===== src/rtl/spi_fl_pkg.sv =====
// Shared constants and command decode for the flash-side SPI responder.
package spi_fl_pkg;

    localparam int unsigned CMD_W  = 8;
    localparam int unsigned ADDR_W = 24;
    localparam int unsigned DATA_W = 32;
    localparam int unsigned TYPE_W = 3;
    localparam int unsigned CNT_W  = 6;

    localparam logic [CMD_W-1:0] CMD_WREN = 8'h06;
    localparam logic [CMD_W-1:0] CMD_RDSR = 8'h05;
    localparam logic [CMD_W-1:0] CMD_RDID = 8'h9F;
    localparam logic [CMD_W-1:0] CMD_READ = 8'h03;
    localparam logic [CMD_W-1:0] CMD_WRSR = 8'h01;
    localparam logic [CMD_W-1:0] CMD_PP   = 8'h02;
    localparam logic [CMD_W-1:0] CMD_SE   = 8'h20;

    // Frame types, same encoding as the master's commtype
    localparam logic [TYPE_W-1:0] FT_CMD     = 3'd0;
    localparam logic [TYPE_W-1:0] FT_RD      = 3'd1;
    localparam logic [TYPE_W-1:0] FT_ADDR_RD = 3'd2;
    localparam logic [TYPE_W-1:0] FT_WR      = 3'd3;
    localparam logic [TYPE_W-1:0] FT_ADDR_WR = 3'd4;
    localparam logic [TYPE_W-1:0] FT_ADDR    = 3'd5;

    typedef enum logic [2:0] {
        ST_IDLE, ST_CMD, ST_ADDR, ST_WDATA, ST_RD, ST_DONE, ST_ERR
    } state_e;

    typedef struct packed {
        logic              known;
        logic [TYPE_W-1:0] ftype;
    } cmd_dec_t;

    // Map a command byte to its frame type; unknown codes clear 'known'
    function automatic cmd_dec_t decode_cmd(input logic [CMD_W-1:0] code);
        cmd_dec_t d;
        d.known = 1'b1;
        d.ftype = FT_CMD;
        case (code)
            CMD_WREN:           d.ftype = FT_CMD;
            CMD_RDSR, CMD_RDID: d.ftype = FT_RD;
            CMD_READ:           d.ftype = FT_ADDR_RD;
            CMD_WRSR:           d.ftype = FT_WR;
            CMD_PP:             d.ftype = FT_ADDR_WR;
            CMD_SE:             d.ftype = FT_ADDR;
            default:            d.known = 1'b0;
        endcase
        return d;
    endfunction

endpackage


===== src/rtl/spi_sync_edge.sv =====
// Multi-flop synchronizer with rise/fall pulses taken from the last two stages.
module spi_sync_edge #(
    parameter int unsigned SYNC_STAGES = 2,
    parameter logic        RST_VAL     = 1'b0
) (
    input  logic clk,
    input  logic rst_n,
    input  logic din,
    output logic rise_c,
    output logic fall_c
);

    logic [SYNC_STAGES-1:0] sr;

    // Shift the asynchronous input through the synchronizer chain
    always_ff @(posedge clk or negedge rst_n) begin
        if (!rst_n) sr <= {SYNC_STAGES{RST_VAL}};
        else        sr <= {sr[SYNC_STAGES-2:0], din};
    end

    // Edge pulses: newer stage differs from the oldest stage
    always_comb begin
        rise_c = sr[SYNC_STAGES-2] & ~sr[SYNC_STAGES-1];
        fall_c = ~sr[SYNC_STAGES-2] & sr[SYNC_STAGES-1];
    end

endmodule


===== src/rtl/spi_slave_fl.sv =====
// SPI mode-0 flash-side responder: decodes cmd/addr/data frames for a back-end.
module spi_slave_fl
    import spi_fl_pkg::*;
#(
    parameter int unsigned SYNC_STAGES = 2,
    parameter logic        IDLE_MISO   = 1'b1
) (
    input  logic                clk,
    input  logic                rst_n,
    input  logic                sclk,
    input  logic                ss,
    input  logic                mosi,
    output logic                miso,
    output logic                req_valid,
    output logic [TYPE_W-1:0]   req_type,
    output logic [CMD_W-1:0]    req_cmd,
    output logic [ADDR_W-1:0]   req_addr,
    output logic [DATA_W-1:0]   req_data,
    output logic                rd_req,
    input  logic [DATA_W-1:0]   rd_data,
    output logic                frame_err
);

    localparam logic [CNT_W-1:0] CNT_CMD  = CNT_W'(CMD_W - 1);
    localparam logic [CNT_W-1:0] CNT_ADDR = CNT_W'(ADDR_W - 1);
    localparam logic [CNT_W-1:0] CNT_DATA = CNT_W'(DATA_W - 1);
    localparam logic [CNT_W-1:0] CNT_FULL = CNT_W'(DATA_W);

    logic sclk_rise, sclk_fall, ss_rise, ss_fall;
    logic [SYNC_STAGES-1:0] mosi_sr;
    logic mosi_s;

    spi_sync_edge #(.SYNC_STAGES(SYNC_STAGES), .RST_VAL(1'b0)) u_sclk_sync (
        .clk(clk), .rst_n(rst_n), .din(sclk), .rise_c(sclk_rise), .fall_c(sclk_fall)
    );

    spi_sync_edge #(.SYNC_STAGES(SYNC_STAGES), .RST_VAL(1'b1)) u_ss_sync (
        .clk(clk), .rst_n(rst_n), .din(ss), .rise_c(ss_rise), .fall_c(ss_fall)
    );

    // Plain synchronizer for mosi; data is long stable around sclk rise
    always_ff @(posedge clk or negedge rst_n) begin
        if (!rst_n) mosi_sr <= '0;
        else        mosi_sr <= {mosi_sr[SYNC_STAGES-2:0], mosi};
    end
    assign mosi_s = mosi_sr[SYNC_STAGES-1];

    state_e              state, state_nxt;
    logic [CNT_W-1:0]    cnt, cnt_nxt, cnt_inc;
    logic [DATA_W-1:0]   rx, rx_nxt, rx_bit, tx, tx_nxt, fin_data;
    logic [TYPE_W-1:0]   ftype, ftype_nxt;
    logic [CMD_W-1:0]    cmd_q, cmd_nxt;
    logic [ADDR_W-1:0]   addr_q, addr_nxt;
    logic                ld_pend, complete;
    cmd_dec_t            dec;
    logic                miso_nxt, req_valid_nxt, rd_req_nxt, frame_err_nxt;
    logic [TYPE_W-1:0]   req_type_nxt;
    logic [CMD_W-1:0]    req_cmd_nxt;
    logic [ADDR_W-1:0]   req_addr_nxt;
    logic [DATA_W-1:0]   req_data_nxt;

    // State, shift registers and registered outputs
    always_ff @(posedge clk or negedge rst_n) begin
        if (!rst_n) begin
            state     <= ST_IDLE;
            cnt       <= '0;
            rx        <= '0;
            tx        <= '0;
            ftype     <= '0;
            cmd_q     <= '0;
            addr_q    <= '0;
            ld_pend   <= 1'b0;
            miso      <= IDLE_MISO;
            req_valid <= 1'b0;
            req_type  <= '0;
            req_cmd   <= '0;
            req_addr  <= '0;
            req_data  <= '0;
            rd_req    <= 1'b0;
            frame_err <= 1'b0;
        end else begin
            state     <= state_nxt;
            cnt       <= cnt_nxt;
            rx        <= rx_nxt;
            tx        <= tx_nxt;
            ftype     <= ftype_nxt;
            cmd_q     <= cmd_nxt;
            addr_q    <= addr_nxt;
            ld_pend   <= rd_req;
            miso      <= miso_nxt;
            req_valid <= req_valid_nxt;
            req_type  <= req_type_nxt;
            req_cmd   <= req_cmd_nxt;
            req_addr  <= req_addr_nxt;
            req_data  <= req_data_nxt;
            rd_req    <= rd_req_nxt;
            frame_err <= frame_err_nxt;
        end
    end

    // Frame sequencing: shift phases, read fetch, completion and abort
    always_comb begin
        state_nxt     = state;
        cnt_nxt       = cnt;
        rx_nxt        = rx;
        tx_nxt        = tx;
        ftype_nxt     = ftype;
        cmd_nxt       = cmd_q;
        addr_nxt      = addr_q;
        miso_nxt      = miso;
        req_valid_nxt = 1'b0;
        req_type_nxt  = req_type;
        req_cmd_nxt   = req_cmd;
        req_addr_nxt  = req_addr;
        req_data_nxt  = req_data;
        rd_req_nxt    = 1'b0;
        frame_err_nxt = 1'b0;
        complete      = 1'b0;
        fin_data      = '0;
        rx_bit        = {rx[DATA_W-2:0], mosi_s};
        cnt_inc       = (cnt == CNT_FULL) ? cnt : cnt + CNT_W'(1);
        dec           = decode_cmd(rx_bit[CMD_W-1:0]);

        // Back-end data arrives one clk after rd_req
        if (ld_pend) tx_nxt = rd_data;

        case (state)
            ST_IDLE: begin
                if (ss_fall) begin
                    state_nxt = ST_CMD;
                    cnt_nxt   = '0;
                    rx_nxt    = '0;
                    ftype_nxt = '0;
                    cmd_nxt   = '0;
                    addr_nxt  = '0;
                end
            end
            ST_CMD: begin
                if (sclk_rise) begin
                    rx_nxt  = rx_bit;
                    cnt_nxt = cnt_inc;
                    if (cnt == CNT_CMD) begin
                        cnt_nxt   = '0;
                        cmd_nxt   = rx_bit[CMD_W-1:0];
                        ftype_nxt = dec.ftype;
                        if (!dec.known) begin
                            state_nxt     = ST_ERR;
                            frame_err_nxt = 1'b1;
                        end else begin
                            case (dec.ftype)
                                FT_CMD:  complete = 1'b1;
                                FT_RD: begin
                                    state_nxt  = ST_RD;
                                    rd_req_nxt = 1'b1;
                                end
                                FT_WR:   state_nxt = ST_WDATA;
                                default: state_nxt = ST_ADDR;
                            endcase
                        end
                    end
                end
            end
            ST_ADDR: begin
                if (sclk_rise) begin
                    rx_nxt  = rx_bit;
                    cnt_nxt = cnt_inc;
                    if (cnt == CNT_ADDR) begin
                        cnt_nxt  = '0;
                        addr_nxt = rx_bit[ADDR_W-1:0];
                        case (ftype)
                            FT_ADDR_RD: begin
                                state_nxt  = ST_RD;
                                rd_req_nxt = 1'b1;
                            end
                            FT_ADDR_WR: state_nxt = ST_WDATA;
                            default:    complete  = 1'b1;
                        endcase
                    end
                end
            end
            ST_WDATA: begin
                if (sclk_rise) begin
                    rx_nxt  = rx_bit;
                    cnt_nxt = cnt_inc;
                    if (cnt == CNT_DATA) begin
                        complete = 1'b1;
                        fin_data = rx_bit;
                    end
                end
            end
            ST_RD: begin
                // Master samples bit 0 on the rise after it was driven
                if (sclk_rise && cnt == CNT_FULL) begin
                    complete = 1'b1;
                end else if (sclk_fall && cnt != CNT_FULL) begin
                    miso_nxt = tx[DATA_W-1];
                    tx_nxt   = {tx[DATA_W-2:0], 1'b0};
                    cnt_nxt  = cnt_inc;
                end
            end
            ST_DONE, ST_ERR: ;
            default: state_nxt = ST_IDLE;
        endcase

        if (complete) begin
            state_nxt     = ST_DONE;
            req_valid_nxt = 1'b1;
            req_type_nxt  = ftype_nxt;
            req_cmd_nxt   = cmd_nxt;
            req_addr_nxt  = addr_nxt;
            req_data_nxt  = fin_data;
        end

        // ss high ends the frame; before completion it is an abort
        if (ss_rise && state_nxt != ST_IDLE) begin
            if (state_nxt inside {ST_CMD, ST_ADDR, ST_WDATA, ST_RD}) begin
                frame_err_nxt = 1'b1;
                rd_req_nxt    = 1'b0;
            end
            state_nxt = ST_IDLE;
        end

        if (state_nxt != ST_RD) miso_nxt = IDLE_MISO;
    end

endmodule


===== config.mk =====
export PLATFORM = sky130hd
export DESIGN_NAME = spi_slave_fl
export DESIGN_NICKNAME = d
export VERILOG_FILES = /design/src/rtl/spi_fl_pkg.sv /design/src/rtl/spi_sync_edge.sv /design/src/rtl/spi_slave_fl.sv
export SDC_FILE = /design/constraint.sdc
export NUM_CORES = 1
export LEC_CHECK = 0
export CAP_MARGIN = 0
export CORE_MARGIN = 3
export CORE_UTILIZATION = 45
export DETAILED_ROUTE_END_ITERATION = 12
export MAX_ROUTING_LAYER = met4
export PLACE_DENSITY_LB_ADDON = 0.25
export SLEW_MARGIN = 20
export SYNTH_ARGS = -nofsm -noshare
export SYNTH_HDL_FRONTEND = slang
export SYNTH_SLANG_ARGS = --single-unit

===== constraint.sdc =====
create_clock -name clk -period 2.6 [get_ports clk]
set_input_delay 0.52 -clock clk [delete_from_list [all_inputs] [get_ports clk]]
set_output_delay 0.52 -clock clk [all_outputs]
set_load 0.1 [all_outputs]

==> results of run 1 <==
-- per-stage QoR --
stage / setup slack [ns] / hold slack (ns)
floorplan: 0.116 / 0.224
global placement: 0.104 / 0.340
detailed placement: -0.00328 / 0.344
CTS: 0.00588 / 0.139
global route: -0.0230 / 0.163
finish: 0.0855 / 0.119
-- flip-flops by register name (all words and copies together), names as in the netlist, 2 cells and up --
| signal | count |
|---|---|
| req_data | 32 |
| tx | 32 |
| rx | 31 |
| addr_q | 24 |
| req_addr | 24 |
| cmd_q | 8 |
| req_cmd | 8 |
| cnt | 6 |
| ftype | 3 |
| req_type | 3 |
| state | 3 |
| mosi_sr | 2 |
| u_sclk_sync.sr | 2 |
| u_ss_sync.sr | 2 |
-- worst max path at each step --
stage	start	endpoint	slack [ns]	depth (start not counted)
final	cnt[1]$_DFFE_PN0P_	miso$_DFFE_PN1P_	0.09	8
after floorplan	cnt[0]$_DFFE_PN0P_	miso$_DFFE_PN1P_	0.12	9
after global placement	cnt[0]$_DFFE_PN0P_	rd_req$_DFF_PN0_	0.10	10
after CTS	cnt[0]$_DFFE_PN0P_	miso$_DFFE_PN1P_	0.006	9
after detailed placement	cnt[0]$_DFFE_PN0P_	rd_req$_DFF_PN0_	-0.003	10
after global routing	cnt[0]$_DFFE_PN0P_	req_addr[20]$_DFFE_PN0P_	-0.02	9
-- Yosys cell counts, drive strengths merged (3+ instances only) --
| master | n |
|---|---|
| nand3 | 4 |
| nor2 | 18 |
| inv | 4 |
| and3 | 3 |
| xnor2 | 3 |
| nor2b | 8 |
| a211o | 3 |
| nand2 | 109 |
| dfstp | 3 |
| nor3 | 6 |
| mux2 | 36 |
| buf | 13 |
| nor3b | 6 |
| nand2b | 6 |
| nor4 | 7 |
| dfrtp | 182 |
| clkbuf | 37 |
| a22o | 66 |
| nand4 | 4 |
| mux2i | 32 |
| o21ai | 72 |
| a21oi | 10 |
-- worst max-delay path, stage by stage, from the launching register on --
cell and delay, ns:
dfrtp_1 0.39, ha_2 0.20, nor4bb_4 0.30, buf_4 0.20, nand2_1 0.12, o311a_1 0.38
a211oi_2 0.22, and2_4 0.19, or4b_1 0.44
-- cell families (layout without fill, tap and decap cells) --
logic type | Yosys count | count (layout) | synth area share, %
flops | 185 | 185 | 60.3
simple gates | 182 | 182 | 11.2
compound gates | 166 | 166 | 15.1
mux | 68 | 68 | 9.45
buf+inv | 54 | 180 | 2.98
xor+xnor | 5 | 5 | 0.570
fa+ha+maj | 2 | 2 | 0.326
-- power breakdown --
part | internal, µW | switching (µW)
clock | 1450 | 1100
combinational | 169 | 250
sequential | 2900 | 34.4
total | 4530 | 1390
-- layout make-up --
cell class	count	share of cell area (%)
sequential	185	48.2
clock buffer	20	4.65
tap	220	2.86
timing repair buffer	144	12.7
clock inverter	12	1.46
inverter	4	0.156
multi-input combinational	423	29.9
-- repair_timing --
action / in CTS / in global routing
setup endpoints to repair: 2 / 52
setup buffers: 0 / 4
resized for setup: 2 / 5
pin swaps: 0 / 4
-- layer usage --
layer | vias to the layer above | GRT usage (%) | wire length (µm)
li1 | 2584 | - | -
met1 | 2760 | 26.3 | 7980
met2 | 141 | 31.0 | 8500
met3 | 28 | 3.93 | 749
met4 | 0 | 6.94 | 267
met5 | - | - | 0
==> flow_summary.json, run 1 <==
{
  "drv_cap": 0,
  "grt_max_degree": 78,
  "ys.flop_type": "dfrtp_1",
  "startpoint_type": "flop",
  "track_usage_pct": 19.9,
  "syn2layout_area_growth_pct": 25.2,
  "diodes": 0,
  "stdcell_count": 1008,
  "tns_ns": 0,
  "synth_fp_nets": 701,
  "regToRegStartpoint": "cnt[1]$_DFFE_PN0P_",
  "slew_viol_final": 0,
  "place.gp.congestion": 0.907,
  "num_vias": 5513,
  "r2r_slack_ns": 0.09,
  "ys_warn_count": 0,
  "cts_buffers": 17,
  "r2r_end": "miso$_DFFE_PN1P_",
  "post-route-period-util_pct": 96.7,
  "arrival_ns": 2.85,
  "syn-instance-count": 662,
  "synth_seq_cells": 185,
  "max_freq_mhz": 398,
  "coreArea_um2": 16600,
  "antenna_found_initial": 0,
  "async_reset_ff_share_pct": 100,
  "dp.cells": 972,
  "clkLatencyLatePin_ns": 0.42,
  "finalInstanceArea_um2": 9610,
  "cts_root_buf": "clkbuf_16",
  "drc_errors": 0,
  "power_density_nw_per_um2": 615,
  "die_h_um": 137,
  "avgViaCountPerCell": 5.47,
  "initial_core_util_pct": 46.1,
  "cts.path.max_buffers": 2,
  "dieArea_um2": 18700,
  "endpoint_kind": "flop",
  "fin_util_pct": 57.8,
  "cp_max_fo": 6,
  "synth_top_area_share_pct": 59.3,
  "seq_area_um2": 4630,
  "firstDrtPassIters": 6,
  "port_buffers": 107,
  "grt_overflow": 0,
  "grt_pass1_wl_um": 28500,
  "finalClockSkew_ns": 0.00810,
  "yosysTopAreaCell": "dfrtp_1",
  "layout_common_cells": "dfrtp_1, nand2_1, buf_4",
  "synth_cell_types": 56,
  "synth_edf_count": 0,
  "p_leak_uw": 0.00430,
  "fin_nets": 814,
  "tightest_slew_ns": 0.891,
  "layout-drive-gt1-share_pct": 22.5,
  "cts_sinks": 185,
  "cts_hold_buffers": 0,
  "grt_setup_unrepaired": "true",
  "wl_um": 17500,
  "io_pins": 108,
  "chipWidth_um": 137,
  "finalHoldViolations": 0,
  "layout_commonest_cell": "dfrtp_1",
  "rows": 47,
  "placed_area_um2": 8960,
  "hp-class": "in2async",
  "r2r_cells": 8,
  "drtAntennaViolNets": 0,
  "required_ns": 2.93,
  "fill_cells": 1362,
  "slew_headroom_pct": 40.6,
  "power_uw": 5910,
  "synth_area_um2": 7680,
  "dp_hpwl_um": 11300,
  "h-tree-depth": 4,
  "outcome": "completed",
  "drt_iter0_drc": 338,
  "synth.area.top_cells": "dfrtp_1, a22o_1, nand2_1",
  "clk_pin_slew_worst_paths_ns": 0.07,
  "ys_seq_area_share_pct": 60.3,
  "cts_tree": "done",
  "avgRoutedWirePerCell_um": 17.3,
  "setup_viol": 0,
  "multi_input_area_um2": 2880,
  "ir_drop_mv": 0.458,
  "grt_pass1_vias": 5573,
  "worstSetupPathType": "reg2reg",
  "min_period_ns": 2.51,
  "syn_avg_cell_area_um2": 11.6
}
(Power assumes the default switching activity.)
==> inputs of run 2 (changes only) <==
==> constraint.sdc (replaced) <==
create_clock -name clk -period 3.15 [get_ports clk]
set_input_delay 0.63 -clock clk [delete_from_list [all_inputs] [get_ports clk]]
set_output_delay 0.63 -clock clk [all_outputs]
set_load 0.1 [all_outputs]
==> flow_summary.json, run 2 (synthesis gave the netlist of run 1 again) <==
{
  "outcome": "completed",
  "cts_sinks": 185,
  "fill_cells": 1407,
  "slew_headroom_pct": 34.7,
  "fin_nets": 792,
  "track_usage_pct": 20.0,
  "netSwitchingPower_uw": 1120,
  "critPathBufInv": 3,
  "slowest_stage": "o41ai_1",
  "cts_hold_buffers": 0,
  "drv_cap": 0,
  "place.gp.congestion": 0.947,
  "antenna_found_initial": 0,
  "seqPwrFrac_pct": 50.2,
  "grt_overflow": 0,
  "drtAntennaViolNets": 0,
  "placed_area_um2": 8800,
  "reg.largest.list": "req_data: 32 flops, tx: 32 flops, rx: 31 flops",
  "cts_setup_buffers": 0,
  "drt_iter0_drc": 311,
  "avgRoutedWirePerCell_um": 17.5,
  "grt_pass1_vias": 5472,
  "r2r_slack_ns": 0.33,
  "cts_root_buf": "clkbuf_16",
  "r2r_end": "req_addr[17]$_DFFE_PN0P_",
  "die_h_um": 137,
  "port_buffers": 107,
  "h-tree-depth": 4,
  "power_density_nw_per_um2": 515,
  "rows": 47,
  "endpoint_kind": "flop",
  "dieArea_um2": 18700,
  "firstDrtPassIters": 4,
  "dp_hpwl_um": 11000,
  "slowest_delay_ns": 0.46,
  "finalInstanceArea_um2": 9380,
  "arrival_ns": 3.13,
  "layout-drive-gt1-share_pct": 19.5,
  "clkLatencyLatePin_ns": 0.43,
  "stdcell_count": 985,
  "regToRegStartpoint": "cnt[0]$_DFFE_PN0P_",
  "finalHoldViolations": 0,
  "min_period_ns": 2.82,
  "tightest_slew_ns": 0.979,
  "drc_errors": 0,
  "syn2layout_area_growth_pct": 22.2,
  "grt_pass1_wl_um": 28500,
  "cts_repair_resize_count": 0,
  "diodes": 0,
  "crit_chain": "ha_1, nor4bb_1, buf_4, nand2b_4, o41ai_1, nand3_2, inv_2, buf_12, mux2_1",
  "ir_drop_mv": 0.397,
  "clk_pin_slew_worst_paths_ns": 0.07,
  "startpoint_type": "flop",
  "num_vias": 5394,
  "coreArea_um2": 16600,
  "worstSetupPathType": "reg2reg",
  "layout_commonest_cell": "dfrtp_1",
  "wl_um": 17300,
  "chipWidth_um": 137,
  "finalClockSkew_ns": 0.00653,
  "cts.path.max_buffers": 2,
  "netSwitchingFraction_pct": 23.2,
  "slew_viol_final": 0,
  "initial_core_util_pct": 46.1,
  "layout_common_cells": "dfrtp_1, nand2_1, buf_4",
  "intPower_uw": 3720,
  "io_pins": 108,
  "tns_ns": 0,
  "power.share.combinational_pct": 6.3,
  "p_leak_uw": 0.00419,
  "post-route-period-util_pct": 89.6,
  "r2r_cells": 9,
  "grt_setup_unrepaired": "false",
  "cts_tree": "done",
  "dp.cells": 954,
  "grt_max_degree": 83,
  "cp_max_fo": 21,
  "required_ns": 3.46,
  "cpLargestDelayFamily": "buffers and inverters",
  "clkPwrFrac_pct": 43.4,
  "avgViaCountPerCell": 5.48,
  "cts_buffers": 17,
  "max_freq_mhz": 354,
  "hp-class": "in2async",
  "setup_viol": 0
}
-- run 2: worst max path at each step --
| stage | from | end | slack [ns] | cells after the start |
|---|---|---|---|---|
| after global routing | cnt[0]$_DFFE_PN0P_ | req_addr[6]$_DFFE_PN0P_ | 0.21 | 9 |
| after global placement | cnt[0]$_DFFE_PN0P_ | req_addr[6]$_DFFE_PN0P_ | 0.51 | 9 |
| final | cnt[0]$_DFFE_PN0P_ | req_addr[17]$_DFFE_PN0P_ | 0.33 | 9 |
| after CTS | cnt[0]$_DFFE_PN0P_ | req_addr[6]$_DFFE_PN0P_ | 0.35 | 9 |
| after detailed placement | cnt[0]$_DFFE_PN0P_ | req_addr[6]$_DFFE_PN0P_ | 0.40 | 9 |
| after floorplan | cnt[0]$_DFFE_PN0P_ | miso$_DFFE_PN1P_ | 0.67 | 9 |
-- run 2: cell type report --
| class | count | area [µm²] | area share, % |
|---|---|---|---|
| Clock inverter | 11 | 123 | 1.31 |
| Clock buffer | 20 | 457 | 4.87 |
| Sequential cell | 185 | 4630 | 49.4 |
| Inverter | 4 | 15.0 | 0.160 |
| Multi-Input combinational cell | 423 | 2850 | 30.3 |
| Timing Repair Buffer | 122 | 1030 | 11.0 |
| Tap cell | 220 | 275 | 2.93 |
-- run 2: layer usage --
layer / share of wire [%] / GRT usage, % / vias up
met4: 1.9 / 7.00 / 0
met5: 0 / - / -
met3: 4.8 / 4.56 / 25
met1: 46 / 26.8 / 2674
met2: 47 / 30.2 / 154
li1: - / - / 2541
-- run 2: power by group through the flow --
stage | clock network [µW] | registers (µW) | logic (µW)
2_1_floorplan | 0 | 2460 | 162
3_5_place_dp | 0 | 2470 | 309
4_1_cts | 2150 | 2430 | 311
3_3_place_gp | 0 | 2470 | 297
6_report | 2100 | 2430 | 307
5_1_grt | 2260 | 2430 | 342
-- run 2: through the flow --
step	setup slack (ns)	power, µW	utilization (%)	hold WS, ns
global placement	0.509	2770	52.9	0.333
global route	0.209	5030	56.4	0.232
detailed placement	0.396	2780	52.9	0.340
floorplan	0.666	2620	-	0.331
finish	0.328	4840	56.4	0.192
CTS	0.349	4890	56.4	0.225
